==> src/rtl/mips_mc_control_pkg.sv <==
// Shared constants for the multi-cycle MIPS controller: state codes, opcode/funct
// values, ALU operation codes and the bundled control-word type.
package mips_mc_control_pkg;

  localparam logic [3:0] S_FETCH  = 4'd0;
  localparam logic [3:0] S_DECODE = 4'd1;
  localparam logic [3:0] S_MEMADR = 4'd2;
  localparam logic [3:0] S_MEMRD  = 4'd3;
  localparam logic [3:0] S_MEMWB  = 4'd4;
  localparam logic [3:0] S_MEMWR  = 4'd5;
  localparam logic [3:0] S_EXEC   = 4'd6;
  localparam logic [3:0] S_ALUWB  = 4'd7;
  localparam logic [3:0] S_BRANCH = 4'd8;
  localparam logic [3:0] S_ADDIEX = 4'd9;
  localparam logic [3:0] S_ADDIWB = 4'd10;
  localparam logic [3:0] S_JUMP   = 4'd11;

  localparam logic [5:0] OP_RTYPE = 6'b000000;
  localparam logic [5:0] OP_LW    = 6'b100011;
  localparam logic [5:0] OP_SW    = 6'b101011;
  localparam logic [5:0] OP_BEQ   = 6'b000100;
  localparam logic [5:0] OP_ADDI  = 6'b001000;
  localparam logic [5:0] OP_J     = 6'b000010;

  localparam logic [5:0] FN_ADD = 6'b100000;
  localparam logic [5:0] FN_SUB = 6'b100010;
  localparam logic [5:0] FN_AND = 6'b100100;
  localparam logic [5:0] FN_OR  = 6'b100101;
  localparam logic [5:0] FN_SLT = 6'b101010;

  localparam logic [2:0] ALU_ADD = 3'b010;
  localparam logic [2:0] ALU_SUB = 3'b110;
  localparam logic [2:0] ALU_AND = 3'b000;
  localparam logic [2:0] ALU_OR  = 3'b001;
  localparam logic [2:0] ALU_SLT = 3'b111;

  localparam logic [1:0] PC_SRC_ALU    = 2'b00;
  localparam logic [1:0] PC_SRC_ALUOUT = 2'b01;
  localparam logic [1:0] PC_SRC_JUMP   = 2'b10;

  localparam logic [1:0] SRC_B_REG     = 2'b00;
  localparam logic [1:0] SRC_B_FOUR    = 2'b01;
  localparam logic [1:0] SRC_B_IMM     = 2'b10;
  localparam logic [1:0] SRC_B_IMM_SH2 = 2'b11;

  typedef struct packed {
    logic       mem_req;
    logic       mem_write;
    logic       iord;
    logic       ir_write;
    logic       pc_write;
    logic [1:0] pc_src;
    logic       reg_write;
    logic       reg_dst;
    logic       mem_to_reg;
    logic       alu_src_a;
    logic [1:0] alu_src_b;
    logic [2:0] alu_ctrl;
    logic       illegal;
  } ctrl_t;

  localparam ctrl_t CTRL_IDLE = '0;

endpackage

==> src/rtl/mips_alu_decoder.sv <==
// Combinational funct-field decoder for R-type instructions; valid flags the
// five supported operations.
module mips_alu_decoder
  import mips_mc_control_pkg::*;
(
  input  logic [5:0] funct,
  output logic [2:0] alu_ctrl,
  output logic       valid
);

  always_comb begin
    // NOTE: every output gets a default before the case so no path can infer a latch.
    alu_ctrl = ALU_AND;
    valid    = 1'b1;
    case (funct)
      FN_ADD:  alu_ctrl = ALU_ADD;
      FN_SUB:  alu_ctrl = ALU_SUB;
      FN_AND:  alu_ctrl = ALU_AND;
      FN_OR:   alu_ctrl = ALU_OR;
      FN_SLT:  alu_ctrl = ALU_SLT;
      default: valid    = 1'b0;
    endcase
  end

endmodule

==> src/rtl/mips_mc_control.sv <==
// Multi-cycle MIPS control FSM: one state register, control word decoded from the
// current state plus the handshake/flag inputs that qualify individual strobes.
module mips_mc_control
  import mips_mc_control_pkg::*;
(
  input  logic       i_clk,
  input  logic       i_rst_n,
  input  logic [5:0] i_opcode,
  input  logic [5:0] i_funct,
  input  logic       i_zero,
  input  logic       i_mem_ready,
  output logic       o_mem_req,
  output logic       o_mem_write,
  output logic       o_iord,
  output logic       o_ir_write,
  output logic       o_pc_write,
  output logic [1:0] o_pc_src,
  output logic       o_reg_write,
  output logic       o_reg_dst,
  output logic       o_mem_to_reg,
  output logic       o_alu_src_a,
  output logic [1:0] o_alu_src_b,
  output logic [2:0] o_alu_ctrl,
  output logic       o_illegal,
  output logic [3:0] o_state
);

  logic [3:0] state;
  logic [3:0] state_next;
  ctrl_t      ctrl;
  ctrl_t      ctrl_out;
  logic [2:0] funct_alu;
  logic       funct_ok;

  mips_alu_decoder u_alu_decoder (
    .funct    (i_funct),
    .alu_ctrl (funct_alu),
    .valid    (funct_ok)
  );

  // NOTE: state registers use non-blocking assignment so every flop samples pre-edge values.
  always_ff @(posedge i_clk or negedge i_rst_n) begin
    if (!i_rst_n) state <= S_FETCH;
    else          state <= state_next;
  end

  always_comb begin
    ctrl       = CTRL_IDLE;
    state_next = S_FETCH;
    case (state)
      S_FETCH: begin
        ctrl.mem_req   = 1'b1;
        ctrl.alu_src_b = SRC_B_FOUR;
        ctrl.alu_ctrl  = ALU_ADD;
        ctrl.pc_src    = PC_SRC_ALU;
        ctrl.ir_write  = i_mem_ready;
        ctrl.pc_write  = i_mem_ready;
        state_next     = i_mem_ready ? S_DECODE : S_FETCH;
      end
      S_DECODE: begin
        ctrl.alu_src_b = SRC_B_IMM_SH2;
        ctrl.alu_ctrl  = ALU_ADD;
        case (i_opcode)
          OP_LW, OP_SW: state_next = S_MEMADR;
          OP_RTYPE:     state_next = S_EXEC;
          OP_BEQ:       state_next = S_BRANCH;
          OP_ADDI:      state_next = S_ADDIEX;
          OP_J:         state_next = S_JUMP;
          default:      ctrl.illegal = 1'b1;
        endcase
      end
      S_MEMADR: begin
        ctrl.alu_src_a = 1'b1;
        ctrl.alu_src_b = SRC_B_IMM;
        ctrl.alu_ctrl  = ALU_ADD;
        state_next     = (i_opcode == OP_SW) ? S_MEMWR : S_MEMRD;
      end
      S_MEMRD: begin
        ctrl.mem_req = 1'b1;
        ctrl.iord    = 1'b1;
        state_next   = i_mem_ready ? S_MEMWB : S_MEMRD;
      end
      S_MEMWB: begin
        ctrl.reg_write  = 1'b1;
        ctrl.mem_to_reg = 1'b1;
      end
      S_MEMWR: begin
        ctrl.mem_req   = 1'b1;
        ctrl.mem_write = 1'b1;
        ctrl.iord      = 1'b1;
        state_next     = i_mem_ready ? S_FETCH : S_MEMWR;
      end
      S_EXEC: begin
        ctrl.alu_src_a = 1'b1;
        ctrl.alu_src_b = SRC_B_REG;
        ctrl.alu_ctrl  = funct_alu;
        ctrl.illegal   = !funct_ok;
        state_next     = funct_ok ? S_ALUWB : S_FETCH;
      end
      S_ALUWB: begin
        ctrl.reg_write = 1'b1;
        ctrl.reg_dst   = 1'b1;
      end
      S_BRANCH: begin
        ctrl.alu_src_a = 1'b1;
        ctrl.alu_src_b = SRC_B_REG;
        ctrl.alu_ctrl  = ALU_SUB;
        ctrl.pc_src    = PC_SRC_ALUOUT;
        ctrl.pc_write  = i_zero;
      end
      S_ADDIEX: begin
        ctrl.alu_src_a = 1'b1;
        ctrl.alu_src_b = SRC_B_IMM;
        ctrl.alu_ctrl  = ALU_ADD;
        state_next     = S_ADDIWB;
      end
      S_ADDIWB: ctrl.reg_write = 1'b1;
      S_JUMP: begin
        ctrl.pc_write = 1'b1;
        ctrl.pc_src   = PC_SRC_JUMP;
      end
      default: ;
    endcase
  end

  // While reset is held the state already reads FETCH, so the word is forced idle
  // to keep FETCH's memory request and ready-qualified loads off the bus.
  assign ctrl_out = i_rst_n ? ctrl : CTRL_IDLE;

  assign o_mem_req    = ctrl_out.mem_req;
  assign o_mem_write  = ctrl_out.mem_write;
  assign o_iord       = ctrl_out.iord;
  assign o_ir_write   = ctrl_out.ir_write;
  assign o_pc_write   = ctrl_out.pc_write;
  assign o_pc_src     = ctrl_out.pc_src;
  assign o_reg_write  = ctrl_out.reg_write;
  assign o_reg_dst    = ctrl_out.reg_dst;
  assign o_mem_to_reg = ctrl_out.mem_to_reg;
  assign o_alu_src_a  = ctrl_out.alu_src_a;
  assign o_alu_src_b  = ctrl_out.alu_src_b;
  assign o_alu_ctrl   = ctrl_out.alu_ctrl;
  assign o_illegal    = ctrl_out.illegal;
  assign o_state      = state;

endmodule

==> config.mk <==
export PLATFORM = sky130hd
export DESIGN_NAME = mips_mc_control
export DESIGN_NICKNAME = d
export VERILOG_FILES = /design/src/rtl/mips_mc_control_pkg.sv /design/src/rtl/mips_alu_decoder.sv /design/src/rtl/mips_mc_control.sv
export SDC_FILE = /design/constraint.sdc
export NUM_CORES = 1
export LEC_CHECK = 0
export BUFFER_PORTS_ARGS = -buffer_cell sky130_fd_sc_hd__buf_2
export CAP_MARGIN = 15
export CORE_MARGIN = 3
export CORE_UTILIZATION = 35
export DETAILED_ROUTE_END_ITERATION = 7
export HOLD_SLACK_MARGIN = 0.02
export PLACE_DENSITY_LB_ADDON = 0.2
export RECOVER_POWER = 100
export SETUP_SLACK_MARGIN = 0.1
export SLEW_MARGIN = 20
export SYNTH_ARGS = -nofsm -noshare
export SYNTH_HDL_FRONTEND = slang
export SYNTH_SLANG_ARGS = --single-unit
==> constraint.sdc <==
create_clock -name i_clk -period 1.5 [get_ports i_clk]
set_clock_uncertainty 0.05 [all_clocks]
set_input_delay 0 -clock i_clk [delete_from_list [all_inputs] [get_ports i_clk]]
set_output_delay 0 -clock i_clk [all_outputs]
set_load 0.005 [all_outputs]
# ---- After elaboration in Yosys (flattened, before gate mapping)
# Cells that the tools add are included.
# Widths: inputs -> output; s select.
dict set report totals {
  output_inout_bits 21
  reg_bits 4
}
dict set report classes {
  n_eq_ne 21
  muxes 22
  n_reduce_logical 11
}
# cell n
set ops {}
lappend ops {{$eq 6x6->1 const B} 7}
lappend ops {{$pmux 4 s7} 1}
lappend ops {{$pmux 5 s5} 1}
lappend ops {{$pmux 4 s5} 1}
lappend ops {{$mux 17} 1}
lappend ops {{$eq 4x3->1 const B} 4}
lappend ops {{$eq 4x4->1 const B} 4}
lappend ops {{$mux 3} 4}
lappend ops {{$pmux 3 s4} 1}
lappend ops {{$mux 1} 11}
lappend ops {{$pmux 3 s3} 1}
lappend ops {{$eq 4x2->1 const B} 2}
lappend ops {{$eq 6x2->1 const B} 1}
lappend ops {{$eq 6x3->1 const B} 1}
lappend ops {{$eq 6x4->1 const B} 1}
lappend ops {{$logic_not 6->1} 1}
lappend ops {{$reduce_or 2->1} 3}
lappend ops {{$reduce_or 3->1} 2}
lappend ops {{$reduce_or 6->1} 1}
lappend ops {{$reduce_or 5->1} 1}
lappend ops {{$eq 4x1->1 const B} 1}
lappend ops {{$logic_not 4->1} 1}
lappend ops {{$reduce_or 4->1} 1}
lappend ops {{$pmux 1 s2} 1}
lappend ops {{$logic_not 1->1} 1}

# ---- Depth between registers and ports, before layout
dict set report depth {
  word_depth 6
  ltp_mapped 5
  mapped_depth_nobuf 4
}

# ---- Hierarchy
# A second synthesis with hierarchy kept.
dict set report hier_totals {
  cells_unflattened 100
  hier_area_um2 703.2
}
# mod seq_area_each_um2 area_per_inst_um2 instances cells_each
set by_module_without_submodules {}
lappend by_module_without_submodules {mips_mc_control 100.1 631.9 1 91}
lappend by_module_without_submodules {mips_alu_decoder 0.0 71.3 1 9}

# ---- Worst setup path after synthesis
# Ideal clock, no wire load.
dict set report synth_timing {
  path_type {register to register}
  from {register state[1] (netlist: o_state[1])}
  to {register state[1] (netlist: o_state[1])}
  setup_slack_ns 0.194
  path_buffers 1
  synth_period_minus_slack_ns 1.306
  setup_ns 0.101
  path_stages_with_launch 6
  arrival_ns 1.155
  path_cell_list {dfrtp_1 buf_2 nand2b_1 nor4b_1 a2bb2oi_1 o32ai_1}
}
dict set report synth_via {
  elab_chain_cells 2
  elab_cells_between_ends 8
}
# item line_no
set synth_lines {}
lappend synth_lines {{start, declared} mips_mc_control.sv:28} ;# logic [3:0] state;
lappend synth_lines {{start signal, assigned} mips_mc_control.sv:44} ;# else state <= state_next;
lappend synth_lines {{$eq 4x4->1 (tied with other cells)} mips_mc_control.sv:50} ;# case (state)
lappend synth_lines {{$pmux 4 s7 *} mips_mc_control.sv:50}
lappend synth_lines {{net state_next[1]} mips_mc_control.sv:29} ;# logic [3:0] state_next;
# The timed path passes the listed nets; every way through them passes the cells marked *.

# ---- Worst setup path in the final report
dict set report layout_timing {
  from {register state[0] (netlist: o_state[0])}
  to {output o_alu_ctrl[1]}
}
dict set report layout_via {
  elab_chain_cells 4
  elab_cells_between_ends 9
}
# item line_no
set layout_lines {}
lappend layout_lines {{$eq 4x4->1 or $eq 4x2->1 (tied branches)} mips_mc_control.sv:50}
lappend layout_lines {{$reduce_or 2->1 (no line)} --}
lappend layout_lines {{$pmux 5 s5 *} mips_mc_control.sv:50}
lappend layout_lines {{$mux 17 *} mips_mc_control.sv:128} ;# assign ctrl_out = i_rst_n ? ctrl : CTRL_IDLE;
lappend layout_lines {{end, declared} mips_mc_control.sv:23} ;# output logic [2:0] o_alu_ctrl,
# Mark *: on every way between the ends. The rest lies on a longest branch, timed or not.

==> results.md <==
- Detailed Route Iter0 Violations: 30
- Die Ht: 50.1 um
- Count of state elements after synthesis: 4
- Max_cap viols: 0
- Placed cells: 156
- Clock Pin Slew Worst Setup and Hold Paths: 0.04 ns
- Clk root buf: clkbuf_4
- CP Class: flip-flop to primary output
- Slowest library cell on the worst path: or4_1
- CP Cell Sequence: nand2b_4 > buf_6 > or4_1 > a21oi_1 > buf_2
- Fin nets: 166
- Routed len/inst: 14.8 um
- Initial Util: 38.1%
- CP Max Fanout: 3
- CP bufs+invs: 2
- H-tree levels: 1
- Post-DP HPWL: 1.60 mm
- Cell Rows: 15
- Worst path arrival time: 1.54 ns
- Final period util: 106%
- Routability cong.: 0.801
- Leak: 0.569 nW
- Top cells by count, synth: nor2_1 (11), nand2_1 (8), nand2b_1 (5), nor4_1 (5)
- Final Critical Period: 1.59 ns
- Via density: 5.56
- Fill count: 132
- Clk Latency, worst-skew pair: 0.25 ns
- Post-Syn Nets: 113
- Core area: 1780 um^2
- Max transition margin: 65.4%
- Synth Instances: 97
- Kind of end point of the critical path: primary output
- Distinct cells, synth: 39
- WL final: 2.55 mm
- Vias in the first global route: 908
- First-pass GRT wire length: 4.16 mm
- Pre-antenna DRT Iters: 4
- CP top delay family: simple AND/OR/NAND/NOR gates
- Worst-margin pin slew: 0.512 ns
- # setup viols final: 4
- PnR worst setup slack: -0.0854 ns
- Main synth FF type: dfrtp_1
- Ys async rst share: 100%
- Share of the synthesized area in the top cell type: 14.7%
- Worst setup path startpoint: o_state[0]
- GRT overflow: 0
- Hold Fails Final Rpt: 0
- Crit path launch type: flip-flop
- Pre-CTS setup slack: 0.105 ns
- Sequential element share of the synthesized area: 14.7%
- Total GRT Usage: 21.2%
- Area delta synth->final: 81.6%
- Non-Filler Instances: 173
- DRC Markers: 0
- Reg2reg start: o_state[0]
- Antenna violations before repair: 0
- Layout cell share with drive strength beyond 1: 57.4%
- FMAX: 631 MHz
- Die width: 50.1 um
- Max-slew violations: 0
- Largest cells by area after synthesis: dfrtp_1 (15%), nor2_1 (6.1%), xor2_1 (5.2%), nand2b_1 (4.6%), nor4_1 (4.6%)
- ANT nets after route: 0
- Hold Crit Start: i_opcode[1]
- TritonCTS clock tree: yes
- EDFF count, synth: 0
- Clock buffer depth: 2
- Yosys top cell by area: dfrtp_1
- VDD IR-drop max: 0.000727 V
- Post-Syn Area: 679 um^2
- Cell area after layout: 1230 um^2
- Core Util, Final: 69.2%
- Routed vias: 962
- Synth Area per Inst: 7.00 um^2
- Post-DP Area: 901 um^2
- Pwr/cell area: 1330 nW/um^2
- Max incr delay on CP: 0.39 ns
- Largest net degree at the start of global routing: 12
- Outcome: finished, violations left
- Port Buffers: 36
- Total Power: 0.00165 W
- Max reg flops: 4
- Worst Hold Class: primary input to flip-flop
- Failing checks: setup timing
- Cts bufs inserted: 3
- Worst EP required: 1.45 ns
- CTS sink cnt: 4
- RSZ-0062 raised after global routing: yes
- Synth Warn #: 0
- Die area: 2510 um^2
- # IOs: 37
- Top-count cell post-synth: nor2_1
- # diodes: 0
[per-stage QoR]
stage          hold slack [ns]  TNS (ns)
2_1_floorplan           -0.346         0
3_3_place_gp            -0.179         0
3_5_place_dp            -0.181         0
4_1_cts                  0.136    -0.108
5_1_grt                  0.193    -0.873
6_report                 0.133    -0.185
[cell families (layout without fill, tap and decap cells)]
family | Yosys count | in the layout | share of synthesized area (%)
xor gates and xnor gates | 4 | 4 | 5.16
AOI/OAI and AO/OA | 20 | 20 | 19.9
DFF | 4 | 4 | 14.7
and+or+nand+nor | 58 | 58 | 50.8
muxes | 2 | 2 | 3.68
buffers and inverters | 9 | 60 | 5.71
[worst reg2reg max path, delay by kind of cell (launching register included)]
family	cells	cell delay (ns)
simple gates	2	0.62
flops	1	0.37
compound gates	2	0.28
[power breakdown]
part           switching [W]  internal (W)  total (W)
Combinational       0.000581      0.000735    0.00132
Clock              0.0000500     0.0000898   0.000140
Sequential         0.0000480      0.000143   0.000191
[area by class of cell]
cell class / count / area [um^2] / share of cell area, %
clock buffers: 3 / 22.5 / 1.83
inverters: 1 / 3.75 / 0.304
multi-input cells: 84 / 652 / 52.8
flip-flops and latches: 4 / 104 / 8.42
well taps: 25 / 31.3 / 2.54
repair buffers: 56 / 420 / 34.1
[repair_timing]
action                     in CTS  in global routing
hold buffers                    1                  0
resized for setup              32                 11
hold endpoints to repair        4                  0
pin swaps                       7                  7
setup buffers                  10                  2
gates cloned                    2                  0
setup endpoints to repair      11                 19
[metal layers]
layer	part of all wire, %	up-vias	wire, um	global-route usage, %
li1	-	467	-	-
met1	41	453	1040	24.8
met2	54	40	1370	38.7
met3	5.0	2	127	2.42
met4	0.67	0	17	7.37
met5	0	-	0	0
[cell usage in the layout (no fill, tap or decap), drive strengths merged, types with 2 or more instances in the layout]
master / Yosys / final
and3b: 2 / 2
nor3b: 3 / 3
or2: 2 / 2
dfrtp: 4 / 4
nor3: 4 / 4
xor2: 4 / 4
nand3b: 4 / 4
buf: 4 / 54
nor4: 5 / 5
nor2b: 4 / 4
o32ai: 2 / 2
nor2: 11 / 11
a31oi: 3 / 3
nor4b: 2 / 2
nand2b: 6 / 6
nand2: 8 / 8
a21oi: 3 / 3
clkbuf: 4 / 3
o21ai: 4 / 4
nand3: 2 / 2
[final timing paths]
| kind | endpoint | slack, ns | cells after the start |
|---|---|---|---|
| setup / recovery | o_alu_ctrl[1] | -0.09 | 5 |
| hold / removal | o_state[3] | 0.13 | 3 |
| setup reg to reg | o_state[1] | 0.06 | 4 |
| hold reg to reg | o_state[3] | 0.72 | 2 |
| max in group asynchronous | o_state[2] | 0.97 | 2 |
| min in group asynchronous | o_state[0] | 0.23 | 2 |
(Power assumes the default switching activity.)
